`config.mk`:
```
export PLATFORM = sky130hd
export DESIGN_NAME = lights_out_board_ctrl
export DESIGN_NICKNAME = d
export VERILOG_FILES = /design/src/rtl/lights_out_pkg.sv /design/src/rtl/lights_out_board_ctrl_lfsr.sv /design/src/rtl/lights_out_board_ctrl.sv
export SDC_FILE = /design/constraint.sdc
export NUM_CORES = 1
export LEC_CHECK = 0
export CAP_MARGIN = 15
export CORE_MARGIN = 5
export CORE_UTILIZATION = 40
export CTS_CLUSTER_SIZE = 30
export DETAILED_ROUTE_END_ITERATION = 10
export PLACE_DENSITY = 0.7
export SLEW_MARGIN = 10
export SYNTH_ARGS = -nofsm -noshare
export SYNTH_HDL_FRONTEND = slang
export SYNTH_SLANG_ARGS = --single-unit
```
`constraint.sdc`:
```
create_clock -name clk -period 5 [get_ports clk]
set_input_delay 0.75 -clock clk [delete_from_list [all_inputs] [get_ports clk]]
set_output_delay 0.75 -clock clk [all_outputs]
set_load 0.03 [all_outputs]
```
`src/rtl/lights_out_pkg.sv`:
```
`default_nettype none
// ============================================================================
//  Module   : lights_out_pkg
//  Purpose  : Shared types and helpers for the Lights Out board controller:
//             grid geometry, FSM state and move-step encodings, and the
//             mapping from (cursor, step) to the board cell a step touches.
//  Revision : 1.0  initial release
// ============================================================================
package lights_out_pkg;

    localparam int GRID_DIM = 8;
    localparam int CELLS    = GRID_DIM * GRID_DIM;

    typedef enum logic [2:0] {
        IDLE     = 3'd0,
        APPLY    = 3'd1,
        CHECK    = 3'd2,
        WON      = 3'd3,
        SCRAMBLE = 3'd4
    } state_t;

    typedef enum logic [2:0] {
        CENTRE = 3'd0,
        LEFT   = 3'd1,
        RIGHT  = 3'd2,
        UP     = 3'd3,
        DOWN   = 3'd4
    } step_t;

    // Cell a move step targets, and whether that cell lies on the board.
    typedef struct packed {
        logic       valid;
        logic [5:0] idx;
    } cell_sel_t;

    // Linear cell index, row*8+col.
    function automatic logic [5:0] cell_idx(input logic [2:0] row, input logic [2:0] col);
        return {row, col};
    endfunction

    // Target cell for one step of a move centred on pos ([5:3] row, [2:0] col).
    // Edge cells mark their missing neighbour invalid; the wrapped index
    // is then never written.
    function automatic cell_sel_t step_cell(input logic [5:0] pos, input step_t step);
        logic [2:0] row;
        logic [2:0] col;
        cell_sel_t  sel;
        row       = pos[5:3];
        col       = pos[2:0];
        sel.valid = 1'b1;
        sel.idx   = cell_idx(row, col);
        case (step)
            LEFT: begin
                sel.valid = (col != 3'd0);
                sel.idx   = cell_idx(row, col - 3'd1);
            end
            RIGHT: begin
                sel.valid = (col != 3'(GRID_DIM - 1));
                sel.idx   = cell_idx(row, col + 3'd1);
            end
            UP: begin
                sel.valid = (row != 3'd0);
                sel.idx   = cell_idx(row - 3'd1, col);
            end
            DOWN: begin
                sel.valid = (row != 3'(GRID_DIM - 1));
                sel.idx   = cell_idx(row + 3'd1, col);
            end
            default: begin
                sel.valid = 1'b1;
                sel.idx   = cell_idx(row, col);
            end
        endcase
        return sel;
    endfunction

endpackage
`default_nettype wire

```
`src/rtl/lights_out_board_ctrl_lfsr.sv`:
```
`default_nettype none
// ============================================================================
//  Module   : lights_out_lfsr
//  Purpose  : 16-bit Fibonacci LFSR, polynomial x^16+x^14+x^13+x^11+1,
//             shifting right with the feedback entering at bit 15. Provides
//             pseudo-random cursor positions for board scrambling.
//  Revision : 1.0  initial release
// ============================================================================
module lights_out_lfsr #(
    parameter logic [15:0] SEED = 16'hACE1
) (
    input  logic        clk,
    input  logic        rst,
    input  logic        i_en,
    output logic [15:0] o_state
);

    logic [15:0] r_lfsr;
    logic        w_fb;

    // Taps 16,14,13,11 expressed on the right-shifting register.
    assign w_fb = r_lfsr[0] ^ r_lfsr[2] ^ r_lfsr[3] ^ r_lfsr[5];

    // Shift register; a nonzero seed keeps it out of the lock-up state.
    always_ff @(posedge clk or posedge rst) begin
        if (rst) begin
            r_lfsr <= SEED;
        end else if (i_en) begin
            r_lfsr <= {w_fb, r_lfsr[15:1]};
        end
    end

    assign o_state = r_lfsr;

endmodule
`default_nettype wire

```
`src/rtl/lights_out_board_ctrl.sv`:
```
`default_nettype none
// ============================================================================
//  Module   : lights_out_board_ctrl
//  Purpose  : Holds the 8x8 Lights Out board and sequences each move one
//             cell write per cycle (centre, left, right, up, down), with
//             move counting, win detection and new-game loading.
//  Config   : LIGHTS_OUT_SCRAMBLE_EN - when defined, New_game scrambles the
//             freshly loaded board with SCRAMBLE_MOVES LFSR-driven moves.
//  Revision : 1.0  initial release
// ============================================================================
module lights_out_board_ctrl
    import lights_out_pkg::*;
#(
    parameter logic [CELLS-1:0] INIT_PATTERN   = 64'h0000_0018_1800_0000,
    parameter int               SCRAMBLE_MOVES = 20,
    parameter logic [15:0]      LFSR_SEED      = 16'hACE1
) (
    input  logic             clk,
    input  logic             reset,
    input  logic             Toggle,
    input  logic [5:0]       Position,
    input  logic             New_game,
    output logic [CELLS-1:0] Board,
    output logic             Busy,
    output logic             Won,
    output logic [9:0]       Move_count
);

    localparam logic [9:0] C_CNT_MAX = 10'h3FF;

    state_t           r_state;
    state_t           w_state_nxt;
    step_t            r_step;
    step_t            w_step_nxt;
    logic [5:0]       r_pos;
    logic [5:0]       w_pos_nxt;
    logic [CELLS-1:0] r_board;
    logic             r_won;
    logic             w_won_nxt;
    logic [9:0]       r_move_cnt;
    logic             r_toggle_q;
    logic             w_edge;
    logic             w_load;
    logic             w_cnt_inc;
    logic             w_cell_wr;
    cell_sel_t        w_sel;

`ifdef LIGHTS_OUT_SCRAMBLE_EN
    localparam int C_SCR_W = $clog2(SCRAMBLE_MOVES + 1);

    logic [C_SCR_W-1:0] r_scr_left;
    logic [C_SCR_W-1:0] w_scr_left_nxt;
    logic               r_scr_mode;
    logic               w_scr_mode_nxt;
    logic [15:0]        w_lfsr;
    logic               w_lfsr_unused;

    // Free-running source of scramble positions.
    lights_out_lfsr #(
        .SEED (LFSR_SEED)
    ) u_lfsr (
        .clk     (clk),
        .rst     (reset),
        .i_en    (1'b1),
        .o_state (w_lfsr)
    );

    assign w_lfsr_unused = ^w_lfsr[15:6];
`else
    logic w_cfg_unused;
    assign w_cfg_unused = ^{LFSR_SEED, SCRAMBLE_MOVES};
`endif

    assign w_edge = Toggle & ~r_toggle_q;
    assign w_sel  = step_cell(r_pos, r_step);

    // Next-state and datapath control; New_game overrides every state.
    always_comb begin
        w_state_nxt = r_state;
        w_step_nxt  = r_step;
        w_pos_nxt   = r_pos;
        w_won_nxt   = r_won;
        w_load      = 1'b0;
        w_cnt_inc   = 1'b0;
        w_cell_wr   = 1'b0;
`ifdef LIGHTS_OUT_SCRAMBLE_EN
        w_scr_left_nxt = r_scr_left;
        w_scr_mode_nxt = r_scr_mode;
`endif
        if (New_game) begin
            w_load     = 1'b1;
            w_won_nxt  = 1'b0;
            w_step_nxt = CENTRE;
`ifdef LIGHTS_OUT_SCRAMBLE_EN
            w_state_nxt    = SCRAMBLE;
            w_scr_left_nxt = C_SCR_W'(SCRAMBLE_MOVES);
            w_scr_mode_nxt = 1'b1;
`else
            w_state_nxt = CHECK;
`endif
        end else begin
            case (r_state)
                IDLE: begin
                    if (w_edge) begin
                        w_pos_nxt   = Position;
                        w_cnt_inc   = 1'b1;
                        w_step_nxt  = CENTRE;
                        w_state_nxt = APPLY;
                    end
                end
                APPLY: begin
                    // Off-board steps still spend their cycle, keeping the
                    // move length fixed.
                    w_cell_wr = w_sel.valid;
                    if (r_step == DOWN) begin
                        w_step_nxt  = CENTRE;
                        w_state_nxt = CHECK;
`ifdef LIGHTS_OUT_SCRAMBLE_EN
                        if (r_scr_left != '0) begin
                            w_state_nxt = SCRAMBLE;
                        end
`endif
                    end else begin
                        w_step_nxt = step_t'(r_step + 3'd1);
                    end
                end
                CHECK: begin
                    w_won_nxt   = (r_board == '0);
                    w_state_nxt = (r_board == '0) ? WON : IDLE;
`ifdef LIGHTS_OUT_SCRAMBLE_EN
                    // A scramble that lands on a dark board is not a win.
                    if (r_scr_mode) begin
                        w_won_nxt      = 1'b0;
                        w_state_nxt    = IDLE;
                        w_scr_mode_nxt = 1'b0;
                    end
`endif
                end
                WON: begin
                    w_state_nxt = WON;
                end
`ifdef LIGHTS_OUT_SCRAMBLE_EN
                SCRAMBLE: begin
                    w_pos_nxt      = w_lfsr[5:0];
                    w_scr_left_nxt = r_scr_left - C_SCR_W'(1);
                    w_step_nxt     = CENTRE;
                    w_state_nxt    = APPLY;
                end
`endif
                default: begin
                    w_state_nxt = IDLE;
                end
            endcase
        end
    end

    // FSM state register.
    always_ff @(posedge clk or posedge reset) begin
        if (reset) begin
            r_state <= IDLE;
        end else begin
            r_state <= w_state_nxt;
        end
    end

    // Board, move latch, counters and edge detector.
    always_ff @(posedge clk or posedge reset) begin
        if (reset) begin
            r_step     <= CENTRE;
            r_pos      <= '0;
            r_board    <= INIT_PATTERN;
            r_won      <= 1'b0;
            r_move_cnt <= '0;
            r_toggle_q <= 1'b0;
        end else begin
            r_toggle_q <= Toggle;
            r_step     <= w_step_nxt;
            r_pos      <= w_pos_nxt;
            r_won      <= w_won_nxt;
            if (New_game) begin
                r_move_cnt <= '0;
            end else if (w_cnt_inc && (r_move_cnt != C_CNT_MAX)) begin
                r_move_cnt <= r_move_cnt + 10'd1;
            end
            if (w_load) begin
                r_board <= INIT_PATTERN;
            end else if (w_cell_wr) begin
                r_board[w_sel.idx] <= ~r_board[w_sel.idx];
            end
        end
    end

`ifdef LIGHTS_OUT_SCRAMBLE_EN
    // Scramble bookkeeping: moves still to run, and whether the pending
    // CHECK closes a scramble rather than a player move.
    always_ff @(posedge clk or posedge reset) begin
        if (reset) begin
            r_scr_left <= '0;
            r_scr_mode <= 1'b0;
        end else begin
            r_scr_left <= w_scr_left_nxt;
            r_scr_mode <= w_scr_mode_nxt;
        end
    end
`endif

    assign Board      = r_board;
    assign Won        = r_won;
    assign Move_count = r_move_cnt;
    assign Busy       = (r_state == APPLY) || (r_state == CHECK) || (r_state == SCRAMBLE);

endmodule
`default_nettype wire
```
==> metrics.md <==
| Metric | Value |
|---|---|
| GRT Total Usage | `20.9%` |
| Commonest non-fill, non-tap cell in the layout | `clkdlybuf4s50_1` |
| Post-CTS Hold Buffers | `0` |
| Critical path class | `reg -> reg` |
| First-pass detailed-route iteration total | `6` |
| PostCTS Resize Cnt | `0` |
| IO buf count | `85` |
| Pin count of the biggest net entering global routing | `67` |
| P_int | `0.00157 W` |
| Clock skew | `0.0136 ns` |
| Final GP Congestion | `0.888` |
| RSZ-0062 raised after global routing | `false` |
| Die height | `125 um` |
| Status | `finished, final reports clean` |
| Diodes inserted | `0` |
| Vias per cell | `6.53` |
| Detailed-route DRC error count | `0` |
| CP Data Required Time | `5.23 ns` |
| Worst Path Max Fanout | `20` |
| Fraction of final layout cells sized beyond drive strength 1 | `13.0%` |
| Clk network pwr share | `28.0%` |
| Setup TNS | `0 ns` |
| Seq/Total Area, Yosys | `41.0%` |
| Synthesis warning total | `0` |
| Sw frac | `42.2%` |
| Drt first-iter violations | `459` |
| Max-cap viol count | `0` |
| WL per Instance | `21.8 um` |
| Die W | `125 um` |
| Post-Route WL | `16,800 um` |
| Clock latency on the worst-skew pair | `0.36 ns` |
| Mapped Cells | `527` |
| Power per cell area | `411 mW/mm^2` |
| Crit share post-route | `79.8%` |
| Worst hold path type | `reg -> reg` |
| Post-synth cell types | `69` |
| Initial antenna violation count | `0` |
| H-tree Lvls | `3` |
| Crit end category | `register` |
| Syn_area_per_cell | `10.1 sq um` |
| Syn Nets | `549` |
| Leak pwr | `2.52 nW` |
| First-pass GRT wire length | `26,700 um` |
| Yosys reg bits | `87` |
| Num Clock Sinks | `87` |
| Critical Path AT | `4.22 ns` |
| Area growth, synth to finish | `24.3%` |
| Initial core utilization | `40.5%` |
| Grt ovf | `0` |
| CTS Buf Count | `9` |
| Async set or reset register ratio after synthesis | `100%` |
| Critical Path Start Type | `register` |
| Reg power frac | `29.8%` |
| Fin nets | `615` |
| CTS clk-pin slew, worst paths | `0.06 ns` |
| CTS tree | `yes` |
| Synth area leaders | `dfrtp_1, o41ai_1, o211ai_1, mux2_2, mux2i_1` |
| Pins Over Slew Limit | `0` |
| Largest area contributor in the netlist | `dfrtp_1` |
| Post-synth top area share | `39.0%` |
| Num rows | `42` |
| Worst-margin pin slew | `1.02 ns` |
| Max Root-Sink Buffers | `2` |
| Combinational power share | `42.2%` |
| Slew HR | `31.8%` |
| EDFF count, synth | `0` |
| Post-CTS setup buffer count | `0` |
| ANT nets after route | `0` |
| Core ar. | `0.0131 sq mm` |
| Detailed placement HPWL | `11,300 um` |
| Via Count | `5,053` |
| Maximum operating frequency | `251 MHz` |
| Clk root buf | `clkbuf_16` |
| Full die area | `0.0157 sq mm` |
| Post-layout min period | `3.99 ns` |
| Top_reg_cell synth | `dfrtp_1` |
| Top Ports | `86` |
| Mapped Area | `0.00532 sq mm` |
| Switching power | `0.00114 W` |
| Count of final setup violators | `0` |
| Power Total | `0.00272 W` |
| Most frequent cells in the layout | `clkdlybuf4s50_1, dfrtp_1, o41ai_1` |
| Final Hold Viols | `0` |
| Vias in the first global route | `4,962` |
| Max VDD drop | `0.225 mV` |
-- metal layers --
layer | GRT usage, % | vias to the layer above | share of wire (%)
met5 | 0 | - | 0
met4 | 9.76 | 0 | 3.2
met3 | 4.48 | 47 | 7.6
met2 | 31.4 | 277 | 45
met1 | 28.8 | 2475 | 44
li1 | - | 2254 | -
-- flip-flops by register name (all words and copies together) (netlist names) --
name / count
Board: 64
r_state: 2
r_step: 3
Move_count: 10
r_pos: 6
Won: 1
r_toggle_q: 1
-- synthesized netlist by cell type, types with 4 or more instances --
cell / instances
a21oi_1: 18
nor4_1: 22
mux2_2: 24
ha_1: 10
o21ai_0: 21
clkbuf_1: 25
inv_1: 14
o22ai_1: 4
nor2_1: 16
o41ai_1: 40
dfrtp_1: 83
o211ai_1: 39
nand3_1: 11
nor3_1: 21
dfstp_2: 4
mux2i_1: 14
xnor2_1: 4
o21bai_1: 6
nand4_1: 11
or3_1: 10
a211oi_1: 7
a31oi_1: 4
buf_2: 13
nand2_1: 26
a211oi_2: 4
o311a_1: 4
-- cells by family (layout without fill, tap and decap cells) --
family | Yosys count | after routing | share of synthesized area, %
buffers and inverters | 57 | 128 | 4.82
DFF | 87 | 87 | 41.0
xor gates and xnor gates | 5 | 5 | 0.823
muxes | 42 | 42 | 9.27
adders and majority gates | 12 | 12 | 3.11
AOI/OAI and AO/OA | 182 | 182 | 26.3
and+or+nand+nor | 142 | 142 | 14.6
-- path summary, 6_finish.rpt --
check	start	to	slack (ns)	depth (start not counted)
max reg2reg	r_step[0]	Board[8]	1.01	9
min reg2reg	Move_count[5]	Move_count[5]	0.51	1
min	Move_count[5]	Move_count[5]	0.51	1
max	r_step[0]	Board[8]	1.01	9
min in group asynchronous	reset	Board[12]	0.89	2
max in group asynchronous	reset	Board[28]	3.09	3
-- stage by stage --
| step | setup WS (ns) | utilization [%] | area [sq um] | cells | hold WS [ns] |
|---|---|---|---|---|---|
| after global routing | 0.809 | 50.3 | 6610 | 774 | 0.546 |
| final | 1.01 | 50.3 | 6610 | 774 | 0.508 |
| after detailed placement | 1.07 | 47.8 | 6280 | 757 | 0.508 |
| after floorplan | 1.86 | - | 5320 | 527 | 0.500 |
| after CTS | 1.11 | 50.3 | 6610 | 773 | 0.516 |
| after global placement | 1.23 | 47.8 | 6280 | 757 | 0.499 |
-- power groups by stage --
stage          Sequential [W]  Clock (W)  Combinational, W
2_1_floorplan        0.000811          0          0.000872
3_3_place_gp         0.000815          0           0.00109
3_5_place_dp         0.000818          0           0.00112
4_1_cts              0.000806   0.000765           0.00112
5_1_grt              0.000815   0.000796           0.00123
6_report             0.000808   0.000761           0.00115
-- layout make-up --
type	instances	area [sq um]
Inverter	15	57.6
Timing Repair Buffer	97	933
Clock buffer	11	253
Multi-Input combinational cell	383	2890
Fill cell	1213	6530
Tap cell	176	220
Sequential cell	87	2180
Clock inverter	5	78.8
-- critical path: stages, from the launching register on --
cell,delay (ns)
dfrtp_1,0.43
inv_1,0.10
ha_1,0.31
nor2b_1,0.27
fa_1,0.46
o221ai_2,0.78
o21ai_0,0.67
o22ai_1,0.36
a211oi_2,0.15
o41ai_1,0.33
Note: power is estimated with default switching activity, not from simulation.
